## src/rtl/imm_pkg.sv

```systemverilog
// Shared definitions for the RV32 immediate encoder: type codes, request and
// response records, and the pack / range-check functions.
package imm_pkg;

  localparam logic [2:0] IMM_I   = 3'd0;
  localparam logic [2:0] IMM_S   = 3'd1;
  localparam logic [2:0] IMM_B   = 3'd2;
  localparam logic [2:0] IMM_U   = 3'd3;
  localparam logic [2:0] IMM_J   = 3'd4;
  localparam logic [2:0] IMM_CSR = 3'd5;

  typedef struct packed {
    logic [2:0]  imm_type;
    logic [31:0] imm;
    logic [6:0]  opcode;
    logic [2:0]  funct3;
    logic [6:0]  funct7;
    logic [4:0]  rd;
    logic [4:0]  rs1;
    logic [4:0]  rs2;
  } imm_req_t;

  typedef struct packed {
    logic        err;
    logic [31:0] instr;
  } imm_rsp_t;

  // True when imm fits the immediate field of the given type.
  function automatic logic imm_legal(input logic [2:0] t, input logic [31:0] imm);
    case (t)
      IMM_I, IMM_S: return (imm[31:11] == '0) || (imm[31:11] == '1);
      IMM_B:        return ((imm[31:12] == '0) || (imm[31:12] == '1)) && !imm[0];
      IMM_U:        return imm[11:0] == '0;
      IMM_J:        return ((imm[31:20] == '0) || (imm[31:20] == '1)) && !imm[0];
      IMM_CSR:      return imm[31:5] == '0;
      default:      return 1'b0;
    endcase
  endfunction

  // Scatters the immediate into the instruction layout of its type.
  function automatic logic [31:0] imm_encode(input imm_req_t r);
    logic [31:0] i;
    i = r.imm;
    case (r.imm_type)
      IMM_I:   return {i[11:0], r.rs1, r.funct3, r.rd, r.opcode};
      IMM_S:   return {i[11:5], r.rs2, r.rs1, r.funct3, i[4:0], r.opcode};
      IMM_B:   return {i[12], i[10:5], r.rs2, r.rs1, r.funct3, i[4:1], i[11], r.opcode};
      IMM_U:   return {i[31:12], r.rd, r.opcode};
      IMM_J:   return {i[20], i[10:1], i[11], i[19:12], r.rd, r.opcode};
      IMM_CSR: return {r.funct7, r.rs2, i[4:0], r.funct3, r.rd, r.opcode};
      default: return '0;
    endcase
  endfunction

endpackage

```

## src/rtl/sync_fifo.sv

```systemverilog
// Single-clock FIFO; DEPTH must be a power of two so pointers wrap naturally.
module sync_fifo #(
  parameter int WIDTH = 33,
  parameter int DEPTH = 2
) (
  input  logic             clk,
  input  logic             rst_n,
  input  logic             wr_en,
  input  logic [WIDTH-1:0] wr_data,
  input  logic             rd_en,
  output logic [WIDTH-1:0] rd_data,
  output logic             full,
  output logic             empty
);
  localparam int AW = (DEPTH > 1) ? $clog2(DEPTH) : 1;
  localparam int CW = $clog2(DEPTH + 1);

  logic [DEPTH-1:0][WIDTH-1:0] mem;
  logic [AW-1:0]               wr_ptr, rd_ptr;
  logic [CW-1:0]               count;
  logic                        do_wr, do_rd;

  assign full    = (count == CW'(DEPTH));
  assign empty   = (count == '0);
  assign do_wr   = wr_en && !full;
  assign do_rd   = rd_en && !empty;
  assign rd_data = mem[rd_ptr];

  // Storage, pointers and occupancy; reset discards all entries at once.
  always_ff @(posedge clk or negedge rst_n) begin
    if (!rst_n) begin
      mem    <= '0;
      wr_ptr <= '0;
      rd_ptr <= '0;
      count  <= '0;
    end else begin
      if (do_wr) begin
        mem[wr_ptr] <= wr_data;
        wr_ptr      <= wr_ptr + 1'b1;
      end
      if (do_rd) rd_ptr <= rd_ptr + 1'b1;
      case ({do_wr, do_rd})
        2'b10:   count <= count + 1'b1;
        2'b01:   count <= count - 1'b1;
        default: count <= count;
      endcase
    end
  end

endmodule

```

## src/rtl/imm_encoder.sv

```systemverilog
// Packs instruction fields plus a full immediate into an RV32 word, flags
// out-of-range immediates, and queues {err, instr} in a small output FIFO.
module imm_encoder
  import imm_pkg::*;
#(
  parameter int DEPTH = 2,
  parameter int ERR_W = 16
) (
  input  logic             clk,
  input  logic             rst_n,
  input  logic             in_valid,
  output logic             in_ready,
  input  logic [2:0]       imm_type,
  input  logic [31:0]      imm,
  input  logic [6:0]       opcode,
  input  logic [2:0]       funct3,
  input  logic [6:0]       funct7,
  input  logic [4:0]       rd,
  input  logic [4:0]       rs1,
  input  logic [4:0]       rs2,
  output logic             out_valid,
  input  logic             out_ready,
  output logic [31:0]      out_instr,
  output logic             out_err,
  input  logic             err_clr,
  output logic [ERR_W-1:0] err_count
);
  imm_req_t req;
  imm_rsp_t wr_rsp, rd_rsp;
  logic     push, pop, full, empty;

  assign req = '{imm_type: imm_type, imm: imm, opcode: opcode, funct3: funct3,
                 funct7: funct7, rd: rd, rs1: rs1, rs2: rs2};

  // Combinational encode and range check feeding the FIFO write port.
  always_comb begin
    wr_rsp.err   = !imm_legal(imm_type, imm);
    wr_rsp.instr = wr_rsp.err ? 32'h0 : imm_encode(req);
  end

  // in_ready depends on FIFO occupancy only, never on out_ready.
  assign in_ready  = !full;
  assign out_valid = !empty;
  assign push      = in_valid && in_ready;
  assign pop       = out_valid && out_ready;
  // Idle outputs read as zero rather than a stale slot.
  assign out_instr = empty ? 32'h0 : rd_rsp.instr;
  assign out_err   = empty ? 1'b0  : rd_rsp.err;

  sync_fifo #(.WIDTH($bits(imm_rsp_t)), .DEPTH(DEPTH)) u_fifo (
    .clk    (clk),
    .rst_n  (rst_n),
    .wr_en  (push),
    .wr_data(wr_rsp),
    .rd_en  (pop),
    .rd_data(rd_rsp),
    .full   (full),
    .empty  (empty)
  );

  // Saturating count of accepted bad requests; a clear coinciding with an
  // erroneous accept leaves that one counted.
  always_ff @(posedge clk or negedge rst_n) begin
    if (!rst_n)
      err_count <= '0;
    else if (err_clr)
      err_count <= (push && wr_rsp.err) ? ERR_W'(1) : '0;
    else if (push && wr_rsp.err && !(&err_count))
      err_count <= err_count + 1'b1;
  end

endmodule

```

## config.mk

```make
export PLATFORM = sky130hd
export DESIGN_NAME = imm_encoder
export DESIGN_NICKNAME = d
export VERILOG_FILES = /design/src/rtl/imm_pkg.sv /design/src/rtl/sync_fifo.sv /design/src/rtl/imm_encoder.sv
export SDC_FILE = /design/constraint.sdc
export NUM_CORES = 1
export LEC_CHECK = 0
export CORE_AREA = 2 2 117 119
export DETAILED_ROUTE_END_ITERATION = 8
export DIE_AREA = 0 0 119 121
export PLACE_DENSITY = 0.63
export SYNTH_ARGS = -nofsm -noshare
export SYNTH_HDL_FRONTEND = slang
export SYNTH_HIERARCHICAL = 1
export SYNTH_SLANG_ARGS = --single-unit
export TNS_END_PERCENT = 100
```

## constraint.sdc

```tcl
create_clock -name clk -period 4.7 [get_ports clk]
set_input_delay 0.94 -clock clk [delete_from_list [all_inputs] [get_ports clk]]
set_output_delay 0.94 -clock clk [all_outputs]
set_load 0.02 [all_outputs]
```

After elaboration in Yosys (flattened, before gate mapping)
Cells that the tools add are included.
- register bits: 86
- input port bits: 72
- word-level logic and storage cells: 67
- add/sub/neg operators: 5
- magnitude comparators: 3
- equality and inequality tests: 11
- multiplexer cells: 14
- reductions and logical operators: 28
- operators with widths (operator ; count):
    $pmux 32 s6 ; 1
    $mux 33 ; 3
    $bwmux 66 ; 1
    $mux 32 ; 2
    $demux 33 s1 ; 1
    $mux 16 ; 2
    $logic_not 27->1 ; 1
    $logic_not 12->1 ; 2
    $eq 21x21->1 const B ; 1
    $logic_not 21->1 ; 1
    $eq 20x20->1 const B ; 1
    $logic_not 20->1 ; 1
    $add 16x1->16 const B ; 1
    $reduce_and 16->1 ; 1
    $eq 12x12->1 const B ; 1
    $logic_and 1x1->1 ; 9
    $eq 3x2->1 const B ; 2
    $eq 3x3->1 const B ; 2
    $logic_not 1->1 ; 5
    $pmux 1 s5 ; 1
    $eq 2x2->1 const B ; 2
    $lt 1x2->1 const B ; 2
    $pmux 2 s2 ; 1
    $reduce_bool 2->1 ; 2
    11 further kinds ; 15

Longest topological paths before layout
Gate-level depths: netlist (run 1).
- word-level depth: 9
- gate-level depth with buffers: 10
- mapped depth without buffers: 8

Modules after synthesis
The synthesis (run 1) kept the hierarchy.
- by module, submodules not included (module ; times used ; cells each ; area each (um^2) ; seq. area each (um^2)):
    sync_fifo ; 1 ; 194 ; 3067.9 ; 1751.7
    imm_encoder ; 1 ; 306 ; 2089.5 ; 400.4

Worst setup path before layout (run 1)
Ideal clock, no wire load.
- kind: in2reg
- from: input port imm_type[0]
- to: register u_fifo/mem[32] (netlist name)
- arrival time: 2.503 ns
- setup slack: 2.073 ns
- stages: 8
- path buffers: 3
- cells stage by stage: buf_4 > or3b_1 > nor4_1 > o32ai_1 > and2b_1 > buf_2 > buf_2 > mux2_2
- RTL lines (element ; line ; RTL):
    from (decl) ; imm_encoder.sv:13 ; input logic [2:0] imm_type,
    to (signal, indexed assignment) ; sync_fifo.sv:38 ; mem[wr_ptr] <= wr_data;
    to (decl) ; sync_fifo.sv:18 ; logic [DEPTH-1:0][WIDTH-1:0] mem;

==> results of run 1 <==
## flip-flops by register name (all words and copies together) (netlist names)
signal,flops
err_count,16
u_fifo/mem,66
u_fifo/count,2
u_fifo/rd_ptr,1
u_fifo/wr_ptr,1
## kinds of logic (layout without fill, tap and decap cells)
logic type                 after synthesis  after routing  share of synthesized area
and+or+nand+nor                        166            166                      0.181
muxes                                  105            105                      0.228
AOI/OAI and AO/OA                       94             94                      0.116
DFF                                     86             86                      0.417
buffers and inverters                   42            153                     0.0451
xor gates and xnor gates                 5              5                    0.00849
adders and majority gates                2              2                    0.00485
## per-stage QoR
stage	setup slack, ps	util
5_1_grt	1120	0.517
3_5_place_dp	1010	0.494
4_1_cts	1270	0.517
6_report	1300	0.517
3_3_place_gp	1070	0.494
2_1_floorplan	2070	-
## cell usage after synthesis, types with 3 or more instances
cell type and n:
mux2_2 97, mux2i_1 6, dfrtp_1 86, o21ai_0 18
nand3_1 10, buf_6 8, nor4b_1 3, a222oi_1 5
inv_1 6, or3_1 10, o22a_1 4, nand4_1 7
nand2_1 13, xnor2_1 3, buf_1 4, buf_2 6
and3_1 5, nor2_1 43, nor2b_1 48, clkbuf_1 14
o31ai_1 3, a22oi_1 3, a211oi_1 7, a21oi_1 35
nor4_1 8, nor3_1 4, o221ai_1 6
## worst min-delay path by stage
| stage | from | endpoint | slack [ps] | cells past startpoint |
|---|---|---|---|---|
| final | u_fifo/mem[7]$_DFFE_PN0P_ | u_fifo/mem[7]$_DFFE_PN0P_ | 490 | 1 |
| after global routing | u_fifo/mem[7]$_DFFE_PN0P_ | u_fifo/mem[7]$_DFFE_PN0P_ | 510 | 1 |
| after CTS | u_fifo/mem[7]$_DFFE_PN0P_ | u_fifo/mem[7]$_DFFE_PN0P_ | 490 | 1 |
| after detailed placement | u_fifo/mem[7]$_DFFE_PN0P_ | u_fifo/mem[7]$_DFFE_PN0P_ | 480 | 1 |
| after global placement | u_fifo/mem[6]$_DFFE_PN0P_ | u_fifo/mem[6]$_DFFE_PN0P_ | 470 | 1 |
| after floorplan | u_fifo/mem[6]$_DFFE_PN0P_ | u_fifo/mem[6]$_DFFE_PN0P_ | 450 | 1 |
## layer usage
layer / vias to the layer above / track usage
met2: 107 / 0.349
met1: 2148 / 0.251
met3: 19 / 0.0235
met5: - / 0
met4: 0 / 0.0759
li1: 2045 / -
## layout make-up
class                           count  area share
Tap cell                          176      0.0326
Clock inverter                      3     0.00388
Timing Repair Buffer              129       0.190
Inverter                            8     0.00444
Clock buffer                       13      0.0400
Multi-Input combinational cell    372       0.411
Sequential cell                    86       0.318
## power groups by stage
stage / Clock [W] / Combinational (W) / Sequential (W)
2_1_floorplan: 0 / 0.000472 / 0.000813
3_3_place_gp: 0 / 0.000664 / 0.000826
3_5_place_dp: 0 / 0.000669 / 0.000828
4_1_cts: 0.000713 / 0.000672 / 0.000815
5_1_grt: 0.000745 / 0.000716 / 0.000819
6_report: 0.000697 / 0.000662 / 0.000815
## placed cells by master (no fill, tap or decap), drive strengths merged, types with 10 or more instances in the layout
cell	netlist	final
nand3	10	10
o21ai	20	20
dfrtp	86	86
a21oi	35	35
nor2b	48	48
or3	10	10
nand2	13	13
clkdlybuf4s50	0	121
nor2	43	43
clkbuf	14	13
mux2	99	99
==> results.yml, run 1 <==
die:
  core_area_um2: 13100
  die_w_um: 119
  start_util: 0.394
  row_count: 42
  io_pins: 123
  die-height_um: 121
  die_area_um2: 14400
detailed_routing:
  via_per_inst: 5.49
  avgRoutedWirePerCell_um: 18.0
  routed_wl_mm: 14.2
  dr.pass1.iters: 4
  met3_length_um: 469
  ant_nets: 0
  dr.max_layer_used: "met4"
  drt_iter0_drc: 320
  wl_met1_mm: 6.16
  drc: 0
  wl_met2_mm: 7.24
  num_vias: 4319
clock_tree:
  tritoncts: "yes"
  clk_pin_slew_ps: 60
  insertion_delay_ps: 340
  hold_buffers: 0
  cts_setup_buffers: 0
  cts_max_path_buffers: 2
  cts_inserted_buffers: 9
  cts_resized: 0
  cts_root_buffer: "clkbuf_16"
  htreeDepth: 3
  clock-sinks: 86
critical_path:
  critPathLaunchType: "flip-flop"
  worstRegToRegCells: 7
  worstPathArrival_ps: 2460
  cpPeakStageDelay_ps: 580
  path_buf_inv: 2
  path_class: "reg -> out"
  critPathMaxFanout: 28
  critPathRequiredTime_ps: 3760
  r2r_slack_ps: 2040
  rr_endpoint: "err_count[10]$_DFFE_PN0P_"
  crit_path_end: "out_instr[31]"
  cp_slowest_cell: "clkdlybuf4s50_1"
  cp.depth: 4
  endpoint_kind: "output port"
  critPathLaunch: "u_fifo/rd_ptr$_DFFE_PN0P_"
  reg2reg_from: "u_fifo/count[0]$_DFFE_PN0P_"
  crit_chain: "buf_4 > mux2_2 > nor2b_1 > clkdlybuf4s50_1"
  cp_top_family: "buffers and inverters"
synthesis:
  synth.top_cell.area_share: 0.417
  synth_seq_cells: 86
  netlist_area_um2: 5160
  syn_avg_cell_area_um2: 10.3
  ys_types: 55
  synth_cells: 500
  synth_ff_type: "dfrtp_1"
  synth_area_leader_cell: "dfrtp_1"
  synth_area_leaders: "dfrtp_1 42%, mux2_2 21%, nor2b_1 5.8%"
  syn_nets: 574
  synth-edff-count: 0
  synth-async-reset-ratio: 1.00
  yosysSeqAreaShare: 0.417
  ys_warn_count: 6
place:
  gp_congestion: 0.871
  dp.cells: 771
  hpwl_mm: 10.2
  post_dp_cell_area_um2: 6470
  portBuffers: 122
run:
  max_cap_viol_count: 0
pwr:
  p_int_w: 0.00145
  power.leakage_nw: 2.87
  vdd_ir_drop_max_mv: 0.188
  switching_share: 0.331
  power_frac_comb: 0.304
  powerDensity_nw_per_um2: 321
  power.total_w: 0.00217
  power.share.sequential: 0.375
  switching_power_w: 0.000718
  clkPwrFrac: 0.321
grt:
  grt_pass1_vias: 4287
  grt_max_degree: 57
  grt.total_usage: 0.199
  antenna_found_initial: 0
  grt_pass1_wl_mm: 22.5
  grt_overflow_total: 0
min_path:
  hold_class: "reg -> reg"
sta:
  setup_violations: 0
  worst_clock_skew_ps: 6.15
  max_freq_mhz: 294
  slew_viol_final: 0
  fin_hold_ws_ps: 490
  min_period_ps: 3400
  relSlewSlack: 0.394
  hold_viol: 0
  rsz0062_at_grt: "no"
  period_share: 0.724
  timing.setup.tns_ps: 0
  tightest_slew_ps: 907
finish:
  multiInputGateArea_um2: 2780
  fill_cells: 1208
  diodes: 0
  stdcell_count: 787
  syn2layout_area_growth_pct: 31.1
  fin_area_um2: 6760
  drive_above_1_share: 0.209
  fin_nets: 680
  seq_area_um2: 2150
run_status:
  status: "complete, no violations"
(Power assumes the default switching activity.)
==> run 2: changes to the inputs <==
==> constraint.sdc (replaced) <==
create_clock -name clk -period 3.15 [get_ports clk]
set_input_delay 0.63 -clock clk [delete_from_list [all_inputs] [get_ports clk]]
set_output_delay 0.63 -clock clk [all_outputs]
set_load 0.02 [all_outputs]
==> run 2 against run 1 <==
Utilization is 1.3 points higher. Combinational power rose by 65%. Critical path type unchanged. Highest routed layer unchanged. Critical endpoint is now out_instr[21]. Setup slack got worse by 1000 ps. Largest cell class unchanged.
==> results.yml, run 2 (synthesized netlist as in run 1, its figures left out) <==
run_status:
  status: "complete, no violations"
die:
  die-height_um: 121
  row_count: 42
  die_area_um2: 14400
  io_pins: 123
  die_w_um: 119
  start_util: 0.394
  core_area_um2: 13100
critical_path:
  critPathMaxFanout: 28
  cp_slowest_cell: "clkdlybuf4s50_1"
  worstPathArrival_ps: 2250
  endpoint_kind: "output port"
  cpPeakStageDelay_ps: 560
  path_class: "reg -> out"
  critPathRequiredTime_ps: 2520
  crit_chain: "buf_12 > mux2_2 > nor2b_1 > clkdlybuf4s50_1"
  critPathLaunchType: "flip-flop"
  worstRegToRegCells: 8
grt:
  grt_pass1_wl_mm: 22.9
  gr-usage-met3: 0.0338
  grtUsageMet2: 0.340
  met1_usage: 0.265
  grt.total_usage: 0.204
  grt_overflow_total: 0
  grt_pass1_vias: 4414
  grt_max_degree: 52
  busiest_layer: "met2"
  antenna_found_initial: 0
finish:
  syn2layout_area_growth_pct: 34.5
  fin_nets: 690
  largest_reg_flops: 66
  drive_above_1_share: 0.222
  final_common_cell: "clkdlybuf4s50_1"
  top_regs: "u_fifo/mem: 66 flops, err_count: 16 flops, u_fifo/count: 2 flops"
  fin_area_um2: 6940
  regMostFlops: "u_fifo/mem"
  layout_common_cells: "121 x clkdlybuf4s50_1, 97 x mux2_2, 86 x dfrtp_1"
  diodes: 0
  fill_cells: 1164
clock_tree:
  cts_setup_buffers: 0
  clk_pin_slew_ps: 60
  cts_root_buffer: "clkbuf_16"
  cts_resized: 0
  cts_inserted_buffers: 9
  tritoncts: "yes"
  insertion_delay_ps: 340
  htreeDepth: 3
  hold_buffers: 0
  cts_max_path_buffers: 2
  clock-sinks: 86
pwr:
  power.leakage_nw: 2.95
  vdd_ir_drop_max_mv: 0.297
  powerDensity_nw_per_um2: 495
sta:
  worst_clock_skew_ps: 10.1
  slew_viol_final: 0
  max_freq_mhz: 348
  period_share: 0.913
  setup_violations: 0
  min_period_ps: 2880
  rsz0062_at_grt: "no"
  hold_viol: 0
  timing.setup.tns_ps: 0
  relSlewSlack: 0.541
  tightest_slew_ps: 689
detailed_routing:
  ant_nets: 0
  drc: 0
  drt_iter0_drc: 404
  dr.pass1.iters: 4
  via_per_inst: 5.43
  num_vias: 4330
  routed_wl_mm: 14.1
  avgRoutedWirePerCell_um: 17.7
place:
  post_dp_cell_area_um2: 6620
  hpwl_mm: 10.1
  gp_congestion: 0.847
  portBuffers: 122
min_path:
  hold_class: "in -> async"
run:
  max_cap_viol_count: 0
-- run 2: area by class of cell --
class                      count  area (um^2)  share of cell area
sequential                    86         2150               0.310
timing repair buffer         139         1430               0.207
clock inverter                 3         47.5             0.00686
clock buffer                  13          270              0.0390
multi-input combinational    372         2780               0.401
tap                          176          220              0.0318
inverter                       8         30.0             0.00433
-- run 2: worst max-delay path: cells and delay by family (launching register included) --
kind | cells | cell delay, ps
flops | 1 | 550
buf+inv | 2 | 820
mux | 1 | 360
simple gates | 1 | 160
-- run 2: stage by stage --
step | utilization | cells | hold slack, ps | setup slack [ps] | total power (W)
2_1_floorplan | - | 500 | 334 | 833 | 0.00192
6_report | 0.530 | 797 | 322 | 275 | 0.00343
3_3_place_gp | 0.506 | 781 | 466 | 151 | 0.00232
3_5_place_dp | 0.506 | 781 | 477 | 125 | 0.00233
5_1_grt | 0.530 | 797 | 384 | 186 | 0.00360
4_1_cts | 0.530 | 797 | 354 | 250 | 0.00348
-- run 2: layer usage --
layer / wire length [um] / vias up
met5: 0 / -
met1: 6200 / 2139
met3: 575 / 25
met2: 7030 / 106
met4: 347 / 0
li1: - / 2060
-- run 2: path summary, 6_finish.rpt --
kind	from	end	slack (ps)
max	u_fifo/rd_ptr$_DFFE_PN0P_	out_instr[21]	270
min	rst_n	u_fifo/mem[58]$_DFFE_PN0P_	320
max reg2reg	u_fifo/count[0]$_DFFE_PN0P_	err_count[10]$_DFFE_PN0P_	880
min reg2reg	u_fifo/mem[6]$_DFFE_PN0P_	u_fifo/mem[6]$_DFFE_PN0P_	480
max in group asynchronous	rst_n	u_fifo/mem[50]$_DFFE_PN0P_	2160
min in group clk	u_fifo/mem[6]$_DFFE_PN0P_	u_fifo/mem[6]$_DFFE_PN0P_	480
-- run 2: report_power, final --
group	internal, W	switching [W]	total (W)	leakage (nW)
sequential	0.00114	0.0000721	0.00122	1.18
combinational	0.000503	0.000583	0.00109	1.62
clock	0.000686	0.000444	0.00113	0.157
total	0.00233	0.00110	0.00343	2.95
